[src/rtl/load_writeback.sv]
// Writeback stage: byte-serial load engine (LB/LH/LW/LBU/LHU) merged with a
// single-cycle ALU result path onto one registered register-file write port.
module load_writeback #(
    parameter int XLEN   = 32,
    parameter int ADDR_W = 24
) (
    input  logic              clk,
    input  logic              rst,
    input  logic              ld_valid,
    output logic              ld_ready,
    input  logic [ADDR_W-1:0] ld_addr,
    input  logic [2:0]        ld_funct3,
    input  logic [3:0]        ld_rd,
    input  logic              alu_valid,
    output logic              alu_ready,
    input  logic [3:0]        alu_rd,
    input  logic [XLEN-1:0]   alu_value,
    output logic              mem_req,
    output logic [ADDR_W-1:0] mem_addr,
    input  logic              mem_ack,
    input  logic [7:0]        mem_rdata,
    output logic [3:0]        write_register,
    output logic [XLEN-1:0]   write_value,
    output logic              wr_en,
    output logic              ld_err
);

    // Handshakes: a transfer happens on a rising edge where valid and ready are
    // both high; ready never depends on the matching valid, and upstream holds
    // its request stable until the transfer.

    typedef enum logic [1:0] {
        IDLE  = 2'd0,
        FETCH = 2'd1,
        ERR   = 2'd2
    } state_t;

    state_t            state;
    state_t            state_next;
    logic [ADDR_W-1:0] base;
    logic [2:0]        funct3_q;
    logic [3:0]        rd_q;
    logic [1:0]        idx;
    logic [1:0]        last_idx;
    logic [3:0][7:0]   byte_buf;

    logic              accept;
    logic              req_legal;
    logic              req_misaligned;
    logic              last_byte;
    logic              load_done;
    logic              alu_fire;
    logic [3:0][7:0]   word;
    logic [XLEN-1:0]   load_value;

    assign accept         = (state == IDLE) && ld_valid;
    assign req_legal      = ld_funct3 inside {3'b000, 3'b001, 3'b010, 3'b100, 3'b101};
    assign req_misaligned = ((ld_funct3[1:0] == 2'b01) && ld_addr[0]) ||
                            ((ld_funct3[1:0] == 2'b10) && (ld_addr[1:0] != 2'b00));
    assign last_byte      = (idx == last_idx);
    assign load_done      = (state == FETCH) && mem_ack && last_byte;
    assign alu_fire       = alu_valid && alu_ready;

    assign ld_ready  = (state == IDLE);
    assign mem_req   = (state == FETCH);
    assign ld_err    = (state == ERR);
    assign alu_ready = ~load_done;
    assign mem_addr  = base + ADDR_W'(idx);

    always_comb begin
        state_next = state;
        case (state)
            IDLE: begin
                if (ld_valid) begin
                    state_next = (!req_legal || req_misaligned) ? ERR : FETCH;
                end
            end
            FETCH: begin
                if (load_done) begin
                    state_next = IDLE;
                end
            end
            ERR:     state_next = IDLE;
            default: state_next = IDLE;
        endcase
    end

    // The last byte is still on mem_rdata when the result is formed.
    always_comb begin
        word      = byte_buf;
        word[idx] = mem_rdata;
    end

    always_comb begin
        load_value = '0;
        case (funct3_q)
            3'b000:  load_value = {{(XLEN-8){word[0][7]}}, word[0]};
            3'b001:  load_value = {{(XLEN-16){word[1][7]}}, word[1], word[0]};
            3'b100:  load_value = {{(XLEN-8){1'b0}}, word[0]};
            3'b101:  load_value = {{(XLEN-16){1'b0}}, word[1], word[0]};
            default: load_value = XLEN'(word);
        endcase
    end

    always_ff @(posedge clk) begin
        if (rst) begin
            state <= IDLE;
        end else begin
            state <= state_next;
        end
    end

    always_ff @(posedge clk) begin
        if (rst) begin
            base     <= '0;
            funct3_q <= '0;
            rd_q     <= '0;
            idx      <= '0;
            last_idx <= '0;
            byte_buf <= '0;
        end else begin
            if (accept) begin
                base     <= ld_addr;
                funct3_q <= ld_funct3;
                rd_q     <= ld_rd;
                idx      <= '0;
                case (ld_funct3[1:0])
                    2'b00:   last_idx <= 2'd0;
                    2'b01:   last_idx <= 2'd1;
                    default: last_idx <= 2'd3;
                endcase
            end
            if ((state == FETCH) && mem_ack) begin
                byte_buf[idx] <= mem_rdata;
                idx           <= idx + 2'd1;
            end
        end
    end

    // Load completion wins the write port; a blocked ALU result waits a cycle.
    always_ff @(posedge clk) begin
        if (rst) begin
            wr_en          <= 1'b0;
            write_register <= '0;
            write_value    <= '0;
        end else if (load_done) begin
            wr_en          <= (rd_q != 4'd0);
            write_register <= rd_q;
            write_value    <= load_value;
        end else if (alu_fire) begin
            wr_en          <= (alu_rd != 4'd0);
            write_register <= alu_rd;
            write_value    <= alu_value;
        end else begin
            wr_en <= 1'b0;
        end
    end

endmodule

[config.mk]
export PLATFORM = sky130hd
export DESIGN_NAME = load_writeback
export DESIGN_NICKNAME = d
export VERILOG_FILES = /design/src/rtl/load_writeback.sv
export SDC_FILE = /design/constraint.sdc
export NUM_CORES = 1
export LEC_CHECK = 0
export BUFFER_PORTS_ARGS = -buffer_cell sky130_fd_sc_hd__buf_4
export CAP_MARGIN = 20
export CORE_MARGIN = 2
export CORE_UTILIZATION = 45
export DETAILED_ROUTE_END_ITERATION = 12
export GPL_TIMING_DRIVEN = 0
export PLACE_DENSITY_LB_ADDON = 0.05
export SLEW_MARGIN = 5
export SYNTH_ARGS = -nofsm -noshare
export SYNTH_HDL_FRONTEND = slang
export SYNTH_SLANG_ARGS = --single-unit
[constraint.sdc]
create_clock -name clk -period 3 [get_ports clk]
set_clock_uncertainty 0.2 [all_clocks]
set_input_delay 0.45 -clock clk [delete_from_list [all_inputs] [get_ports clk]]
set_output_delay 0.45 -clock clk [all_outputs]
set_load 0.01 [all_outputs]
==> results of run 1 <==
-- cell usage in the layout (no fill, tap or decap), types with 7 or more instances in the layout --
cell	n
clkbuf_1	28
nand2_1	165
a211oi_1	21
nor2_1	22
mux2i_1	27
nor2b_1	10
xor2_1	9
o311a_1	7
nand4_1	10
a221o_1	16
dfxtp_1	103
mux2_2	17
clkbuf_8	11
a21oi_1	83
buf_4	147
xnor2_1	13
-- cells by family after synthesis --
| group | share of synthesized area [%] |
|---|---|
| AO/OA/AOI/OAI | 17.25 |
| XOR/XNOR | 4.206 |
| adder cells (fa/ha/maj) | 1.903 |
| buffers and inverters | 4.106 |
| flip-flops | 42.46 |
| multiplexers | 9.239 |
| AND/OR/NAND/NOR | 20.83 |
-- layout make-up --
class | instances | area (um^2) | area share (%)
multi-input cells | 449 | 2751 | 42.04
plain buffers | 38 | 171.4 | 2.619
inverters | 9 | 33.78 | 0.5162
clock inverters | 4 | 26.28 | 0.4015
repair buffers | 147 | 1104 | 16.86
clock buffers | 12 | 155.1 | 2.370
well taps | 140 | 175.2 | 2.676
flip-flops and latches | 106 | 2128 | 32.52
-- per-layer routing --
metal  vias to the layer above  routed length [um]
li1                       2399                   -
met1                      2157                5920
met2                       141                6305
met4                         0                 310
met3                        22                 754
met5                         -                   0
-- power by group through the flow --
stage          registers [mW]  logic [mW]  clock network (mW)
2_1_floorplan            1.58       0.248                   0
3_3_place_gp             1.57       0.516                   0
3_5_place_dp             1.57       0.523                   0
4_1_cts                  1.54       0.528               0.846
5_1_grt                  1.55       0.575               0.902
6_report                 1.54       0.525               0.825
-- per-stage QoR --
step           instances  hold slack (ns)
5_1_grt              905          0.08413
2_1_floorplan        602           0.2338
4_1_cts              904          0.07402
6_report             905          0.08931
3_3_place_gp         886           0.2410
3_5_place_dp         886           0.2439
-- final timing paths --
check                                          startpoint                            to  slack (ns)  depth (start not counted)
worst max-delay path                  idx[0]$_SDFFE_PP0P_                  mem_addr[20]        0.11                          9
worst min-delay path                        alu_value[17]  write_value[17]$_SDFFE_PP0P_        0.09                          2
worst max register to register        idx[0]$_SDFFE_PP0P_  write_value[19]$_SDFFE_PP0P_        0.21                          9
worst min register to register  byte_buf[25]$_SDFFE_PP0P_     byte_buf[25]$_SDFFE_PP0P_        0.26                          2
-- timing repair --
| action | 4_1_cts | 5_1_grt |
|---|---|---|
| pin swaps | 5 | 3 |
| setup endpoints to repair | 8 | 8 |
| hold buffers | 0 | 0 |
| resized for setup | 12 | 6 |
| setup buffers | 2 | 1 |
| endpoints found under the hold margin | 0 | 0 |
-- sequential cells by signal, summed over array words and instances, names as in the netlist --
signal          cells
wr_en               1
funct3_q            3
state               2
write_value        32
rd_q                4
byte_buf           32
write_register      4
base               24
idx                 2
last_idx            2
==> results.md, run 1 <==
- Synthesized net count: 689
- Tot GR Track Use: 22.25%
- Final wirelength: roughly 13000 um
- Antenna cell count: 0
- Via Count: about 4700
- Clock sinks: ~110
- PwrDens: 441.7 nW/um^2
- Final WS setup: 0.1076 ns
- P_sw: 803.5 uW
- Ranking of synthesized cells by area: dfxtp_1, nand2_1, a21oi_1, mux2i_1, mux2_2
- HP Class: in -> reg
- DRT antenna net count: 0
- Cell area after layout: approximately 6500 um^2
- Final hold viol count: 0
- FFs w/ async S/R, synth: 0%
- Nets: ~850
- Die W: ~110 um
- Endpoints failing setup: 0
- Clk network pwr share: approximately 28%
- Slowest Stage Delay on Critical Path: 0.39 ns
- Proportion of layout cells with a drive suffix above 1: a little over a quarter
- Total CTS buffers: 9
- Met2 Use GR: 37.61%
- Worst-path maximum fanout: 4
- Met1 usage: 28.31%
- Sw Ratio: around 28%
- H-tree levels: 3
- Synth unique cells: 42
- Register area share after synthesis: 42.46%
- Power Total: 2.891 mW
- Top delay family on crit path: adder cells
- Outcome: finished clean
- DR DRC count: 0
- Top cell type's share of synthesized area: between 40% and 50%
- Syn Area/Cell: 8.301 um^2
- Fmax: 345.7 MHz
- Dpl hpwl: ~10000 um
- Initial antenna violation count: 0
- Initial Utilization: a little under half
- Max-Cap Viols: 0
- Placed inst area: 6254 um^2
- CTS Buffer Depth: 2
- P_leak: between 2 and 3 nW
- DRT Pass-1 Iters: 5
- Comb pwr share: roughly 18%
- Worst-Skew Late Latency: approximately 0.37 ns
- 1st-iter DRT viols: 199
- Core Area: ~11000 um^2
- CTS Root Cell: clkbuf_8
- Die Ht: around 110 um
- Port bufs: between 100 and 150
- GR Util met3: under 10%
- Most frequent cells after synthesis: nand2_1, dfxtp_1, a21oi_1
- Final slew viol count: 0
- First-pass GRT wire length: around 21000 um
- Endpoint class of the critical path: primary output
- Die area: roughly 12000 um^2
- Fillers: between 1000 and 1500
- RSZ-0062 raised after global routing: false
- Crit path max-delay cell type: fa_2
- Pre-CTS WS: -0.1287 ns
- Io pins: 145
- Worst-margin pin slew: ~0.84 ns
- Min Tclk post-route: 2.892 ns
- CP startpoint kind: flip-flop
- Crit path DAT: 2.24 ns
- Yosys warnings: 0
- Final Util: 60.38%
- Total Neg Setup Slack: 0 ns
- Vias per cell: roughly 5.2
- Critical Path, Cell by Cell: ha_4 > inv_2 > fa_2 > nand2b_4 > nor4_4 > buf_4 > nand2_1 > xnor2_2 > buf_4
- Grt peak-use layer: met2
- Vias in the first global route: 4438
- Most common cell in the netlist: nand2_1
- EDFF count, synth: 0
- Largest net degree at the start of global routing: 17
- RePlAce Congestion: around 0.8
- Most frequent CP cell: buf_4
- Area grow syn2layout: 30.97%
- Tcrit/Tclk final: between 90% and 100%
- Register share of total power: ~53%
- Area leader, netlist: dfxtp_1
- Peak supply drop: roughly 0.27 mV
- Post-Syn Instances: roughly 600
- Routed WL per cell: 14.69 um
- TritonCTS clock tree: done
- Critical path class: reg -> out
- Clock transition at path regs: approximately 0.1 ns
- WP buf/inv: 3
- Data required, critical path: between 2 and 2.5 ns
- Synthesized area: 4997 um^2
- Number of cell rows: 38
- GR Overflow Total: 0
- Dominant synthesized flop cell: dfxtp_1
- Relative slew slack: between 40% and 50%
- Int Pwr: approximately 2.1 mW
- #FFs+latches synth: ~110
Note: power is estimated with default switching activity, not from simulation.
==> run 2, diff against run 1 <==
--- a/config.mk
+++ b/config.mk
@@ -10,7 +10,6 @@
 export CORE_MARGIN = 2
 export CORE_UTILIZATION = 45
 export DETAILED_ROUTE_END_ITERATION = 12
-export GPL_TIMING_DRIVEN = 0
 export PLACE_DENSITY_LB_ADDON = 0.05
 export SLEW_MARGIN = 5
 export SYNTH_ARGS = -nofsm -noshare
==> results.md, run 2 (synthesis gave the netlist of run 1 again) <==
- Initial antenna violation count: 0
- Final Util: between 50 and 60%
- Via Count: 4602
- CP startpoint kind: flip-flop
- HP Class: in -> reg
- Cells on worst reg2reg path: 8
- Antenna cell count: 0
- CTS Buffer Depth: 2
- Routed WL per cell: ~15 um
- Peak supply drop: ~0.26 mV
- First-pass GRT wire length: approximately 21000 um
- DRT antenna net count: 0
- DR DRC count: 0
- Data required, critical path: ~2.4 ns
- Fmax: around 330 MHz
- Endpoint class of the critical path: primary output
- Total Neg Setup Slack: 0 ns
- Total CTS buffers: 9
- Hold Path Stages: 2
- P_leak: roughly 2.7 nW
- Largest net degree at the start of global routing: 59
- Fillers: 992
- Area grow syn2layout: 29.79%
- WHS: 0.1045 ns
- Max-Cap Viols: 0
- RePlAce Congestion: ~0.8
- Die area: ~12000 um^2
- Vias per cell: about 5.2
- Critical path class: reg -> out
- Clock sinks: between 100 and 150
- TritonCTS clock tree: done
- Worst-path maximum fanout: 4
- Crit path DAT: approximately 2.4 ns
- PwrDens: between 400 and 500 nW/um^2
- Vias in the first global route: around 4500
- Io pins: about 150
- Die W: approximately 110 um
- Nets: just over 800
- Die Ht: about 110 um
- Final slew viol count: 0
- Initial Utilization: a little under half
- 1st-iter DRT viols: between 200 and 250
- RSZ-0062 raised after global routing: true
- Worst-margin pin slew: between 0.6 and 0.7 ns
- Min-Delay Startpoint: alu_value[27]
- Power Total: 2.993 mW
- Relative slew slack: between 50% and 60%
- Port bufs: between 100 and 150
- Worst flop-to-flop path startpoint: idx[0]$_SDFFE_PP0P_
- GR Overflow Total: 0
- Clock transition at path regs: about 0.10 ns
- Regs by FF count: byte_buf (32), write_value (32), base (24)
- Commonest non-fill, non-tap cell in the layout: nand2_1
- Tcrit/Tclk final: 99.97%
- Number of cell rows: 38
- Core Area: approximately 11000 um^2
- Final hold viol count: 0
- H-tree levels: 3
- Tot GR Track Use: 21.86%
- Most frequent cells in the layout: nand2_1, buf_4, dfxtp_1
- Worst-Skew Late Latency: 0.35 ns
- Final wirelength: ~13000 um
- Proportion of layout cells with a drive suffix above 1: ~28%
- DRT Pass-1 Iters: 4
- WHS Endpoint: write_value[27]$_SDFFE_PP0P_
- Dpl hpwl: roughly 9200 um
- Outcome: finished clean
- CTS Root Cell: clkbuf_8
- Endpoints failing setup: 0
- Flop2flop setup slack: 0.65 ns
- FF-to-FF End: write_value[20]$_SDFFE_PP0P_
- # hold bufs at CTS: 0
- Min Tclk post-route: approximately 3 ns
==> run 2: changes by cell type in the layout (fill, tap and decap cells not counted), sizes merged <==
| cell | change |
|---|---|
| clkinv | -1 |
| inv | +1 |
| clkbuf | -29 |
| buf | +3 |
| clkinvlp | -1 |
| bufinv | +2 |
==> run 2: layer usage <==
| layer | vias up | global-route usage, % | share of wire [%] |
|---|---|---|---|
| met5 | - | 0 | 0 |
| met4 | 0 | 4.250 | 0.92 |
| met3 | 9 | 4.920 | 5.4 |
| met2 | 111 | 38.23 | 49 |
| met1 | 2133 | 27.69 | 45 |
| li1 | 2349 | - | - |
==> run 2: cell type report <==
cell class / count / area, um^2 / area share [%]
clock buffer: 10 / 127.6 / 1.968
multi-input combinational: 449 / 2736 / 42.19
inverter: 9 / 33.78 / 0.5208
tap: 140 / 175.2 / 2.701
clock inverter: 5 / 78.83 / 1.215
sequential: 106 / 2126 / 32.77
timing repair buffer: 161 / 1209 / 18.63
==> run 2: worst max path at each step <==
stage / cells after the start / from / slack [ns] / end
floorplan: 7 / idx[0]$_SDFFE_PP0P_ / 0.36 / mem_addr[18]
global placement: 6 / idx[1]$_SDFFE_PP0P_ / 0.31 / mem_addr[10]
detailed placement: 6 / idx[1]$_SDFFE_PP0P_ / 0.21 / mem_addr[10]
CTS: 9 / idx[0]$_SDFFE_PP0P_ / 0.005 / mem_addr[22]
global route: 8 / idx[0]$_SDFFE_PP0P_ / -0.10 / mem_addr[10]
finish: 8 / idx[0]$_SDFFE_PP0P_ / 0.0009 / mem_addr[10]
==> run 2: critical path, cell delays in order, from the launching register on <==
cell,delay (ns)
dfxtp_2,0.37
ha_4,0.14
inv_2,0.04
fa_2,0.43
buf_4,0.15
nor3_2,0.31
and3_1,0.23
xor2_1,0.18
buf_4,0.15
==> run 2: power by group <==
group / leakage (nW) / internal (mW) / switching [mW] / total (mW)
Clock: 0.107 / 0.467 / 0.469 / 0.936
Combinational: 1.76 / 0.256 / 0.256 / 0.512
Sequential: 0.869 / 1.48 / 0.0628 / 1.55
==> run 2: metrics by stage <==
step / setup slack, ns / cell area (um^2) / std cells
after global routing: -0.1003 / 6486 / 880
final: 0.0009075 / 6486 / 880
after floorplan: 0.3567 / 4997 / 602
after detailed placement: 0.2086 / 6185 / 861
after CTS: 0.004621 / 6400 / 876
after global placement: 0.3055 / 6185 / 861
==> run 2: repair_timing <==
item                                   4_1_cts  5_1_grt
resized for setup                            3       11
setup endpoints to repair                    7        6
pin swaps                                    0        4
buffers inserted                             0        4
endpoints found under the hold margin        0        0
==> run 3, diff against run 2 <==
==> constraint.sdc (replaced) <==
create_clock -name clk -period 3.4 [get_ports clk]
set_clock_uncertainty 0.2 [all_clocks]
set_input_delay 0.51 -clock clk [delete_from_list [all_inputs] [get_ports clk]]
set_output_delay 0.51 -clock clk [all_outputs]
set_load 0.01 [all_outputs]
==> results.md, run 3 (synthesis gave the netlist of run 1 again) <==
- WHS: between 0.15 and 0.2 ns
- Critical path class: reg -> out
- Worst-path maximum fanout: 6
- Vias per cell: about 5.3
- Clock transition at path regs: 0.11 ns
- PwrDens: between 300 and 400 nW/um^2
- GR Overflow Total: 0
- RePlAce Congestion: roughly 0.75
- Slowest Stage Delay on Critical Path: roughly 0.48 ns
- 1st-iter DRT viols: ~200
- Most frequent CP cell: buf_4
- Crit path max-delay cell type: fa_1
- Routed WL per cell: roughly 15 um
- Crit path DAT: 2.46 ns
- Io pins: 145
- Metal2 WL: between 6000 and 7000 um
- DRT antenna net count: 0
- Core Area: 10840 um^2
- Relative slew slack: about 42%
- Min Tclk post-route: approximately 3.2 ns
- CTS resizes: 0
- Max-Cap Viols: 0
- Die Ht: about 110 um
- Vias in the first global route: about 4300
- Final WS setup: 0.2315 ns
- Critical Path, Cell by Cell: ha_1 > inv_1 > fa_1 > nand2b_1 > nor4_1 > buf_4 > nand4_1 > xnor2_1 > buf_4
- First-pass GRT wire length: ~20000 um
- Final hold viol count: 0
- Proportion of layout cells with a drive suffix above 1: about a quarter
- Port bufs: 144
- Final Util: 58.44%
- Commonest non-fill, non-tap cell in the layout: nand2_1
- CTS Root Cell: clkbuf_8
- Total Neg Setup Slack: 0 ns
- Final Non-Filler Cells: just under 900
- Tot GR Track Use: 21.22%
- DR DRC count: 0
- Area grow syn2layout: 26.77%
- Endpoints failing setup: 0
- Metal-1 WL: between 5000 and 6000 um
- Dpl hpwl: about 9000 um
- Total CTS buffers: 9
- Regs by FF count: byte_buf (32), write_value (32), base (24)
- HP Class: in -> reg
- P_leak: between 2 and 3 nW
- Tcrit/Tclk final: ~93%
- Most frequent cells in the layout: nand2_1, buf_4, dfxtp_1
- # hold bufs at CTS: 0
- Via Count: ~4600
- Final wirelength: 12710 um
- Die area: about 12000 um^2
- RSZ-0062 raised after global routing: false
- Initial Utilization: 46.10%
- Worst-margin pin slew: approximately 0.87 ns
- Largest net degree at the start of global routing: 84
- Clock sinks: around 110
- CTS Buffer Depth: 2
- Final slew viol count: 0
- Data required, critical path: 2.69 ns
- Post-CTS Setup Inserts: 0
- Number of cell rows: 38
- Die W: 109.4 um
- WL met3: ~800 um
- Placed cells: about 860
- Worst-Skew Late Latency: 0.37 ns
- Initial antenna violation count: 0
- Fmax: between 300 and 400 MHz
- CP startpoint kind: flip-flop
- TritonCTS clock tree: done
- H-tree levels: 3
- Top layer in use: met4
- Antenna cell count: 0
- Peak supply drop: 0.2060 mV
- DRT Pass-1 Iters: 4
- Endpoint class of the critical path: primary output
- Outcome: finished clean
- Pre-CTS WS: 0.4336 ns
- Nets: between 800 and 900
-- run 3: cell types whose count changed in the layout (fill, tap and decap cells not counted), sizes merged --
cell / previous run / this run
buf: 161 / 152
bufinv: 2 / 0
clkbuf: 10 / 9
clkinv: 3 / 4
clkinvlp: 0 / 1
inv: 9 / 10
-- run 3: per-stage QoR --
stage / power, mW / area (um^2)
3_3_place_gp: 1.827 / 6140
4_1_cts: 2.537 / 6314
6_report: 2.520 / 6335
5_1_grt: 2.643 / 6335
2_1_floorplan: 1.612 / 4997
3_5_place_dp: 1.836 / 6140
-- run 3: path summary, 6_finish.rpt --
path | startpoint | endpoint | slack [ns] | cells past startpoint
worst max register to register | idx[1]$_SDFFE_PP0P_ | write_value[31]$_SDFFE_PP0P_ | 0.57 | 6
worst min-delay path | alu_value[27] | write_value[27]$_SDFFE_PP0P_ | 0.16 | 2
worst max-delay path | idx[0]$_SDFFE_PP0P_ | mem_addr[22] | 0.23 | 9
worst min register to register | byte_buf[2]$_SDFFE_PP0P_ | byte_buf[2]$_SDFFE_PP0P_ | 0.26 | 2
-- run 3: layer usage --
layer  up-vias  global-route usage (%)
li1       2334                       -
met1      2145                   28.43
met2       124                   34.83
met3         9                   3.734
met4         0                   6.691
met5         -                       0
-- run 3: layout make-up --
class                           count  area [um^2]
Tap cell                          140        175.2
Multi-Input combinational cell    449         2680
Clock inverter                      6        50.05
Inverter                            9        33.78
Clock buffer                        9        123.9
Timing Repair Buffer              152         1149
Fill cell                        1025         4506
Sequential cell                   106         2123
-- run 3: power by group --
group / internal, mW / switching, mW
Clock: 0.272 / 0.440
Combinational: 0.221 / 0.222
Sequential: 1.31 / 0.0561
-- run 3: critical path, delay by kind of cell, from the launching register on --
family                     cells  cell delay, ns
adders and majority gates      2            0.67
xor gates and xnor gates       1            0.17
DFF                            1            0.40
buffers and inverters          3            0.38
and+or+nand+nor                3            0.48
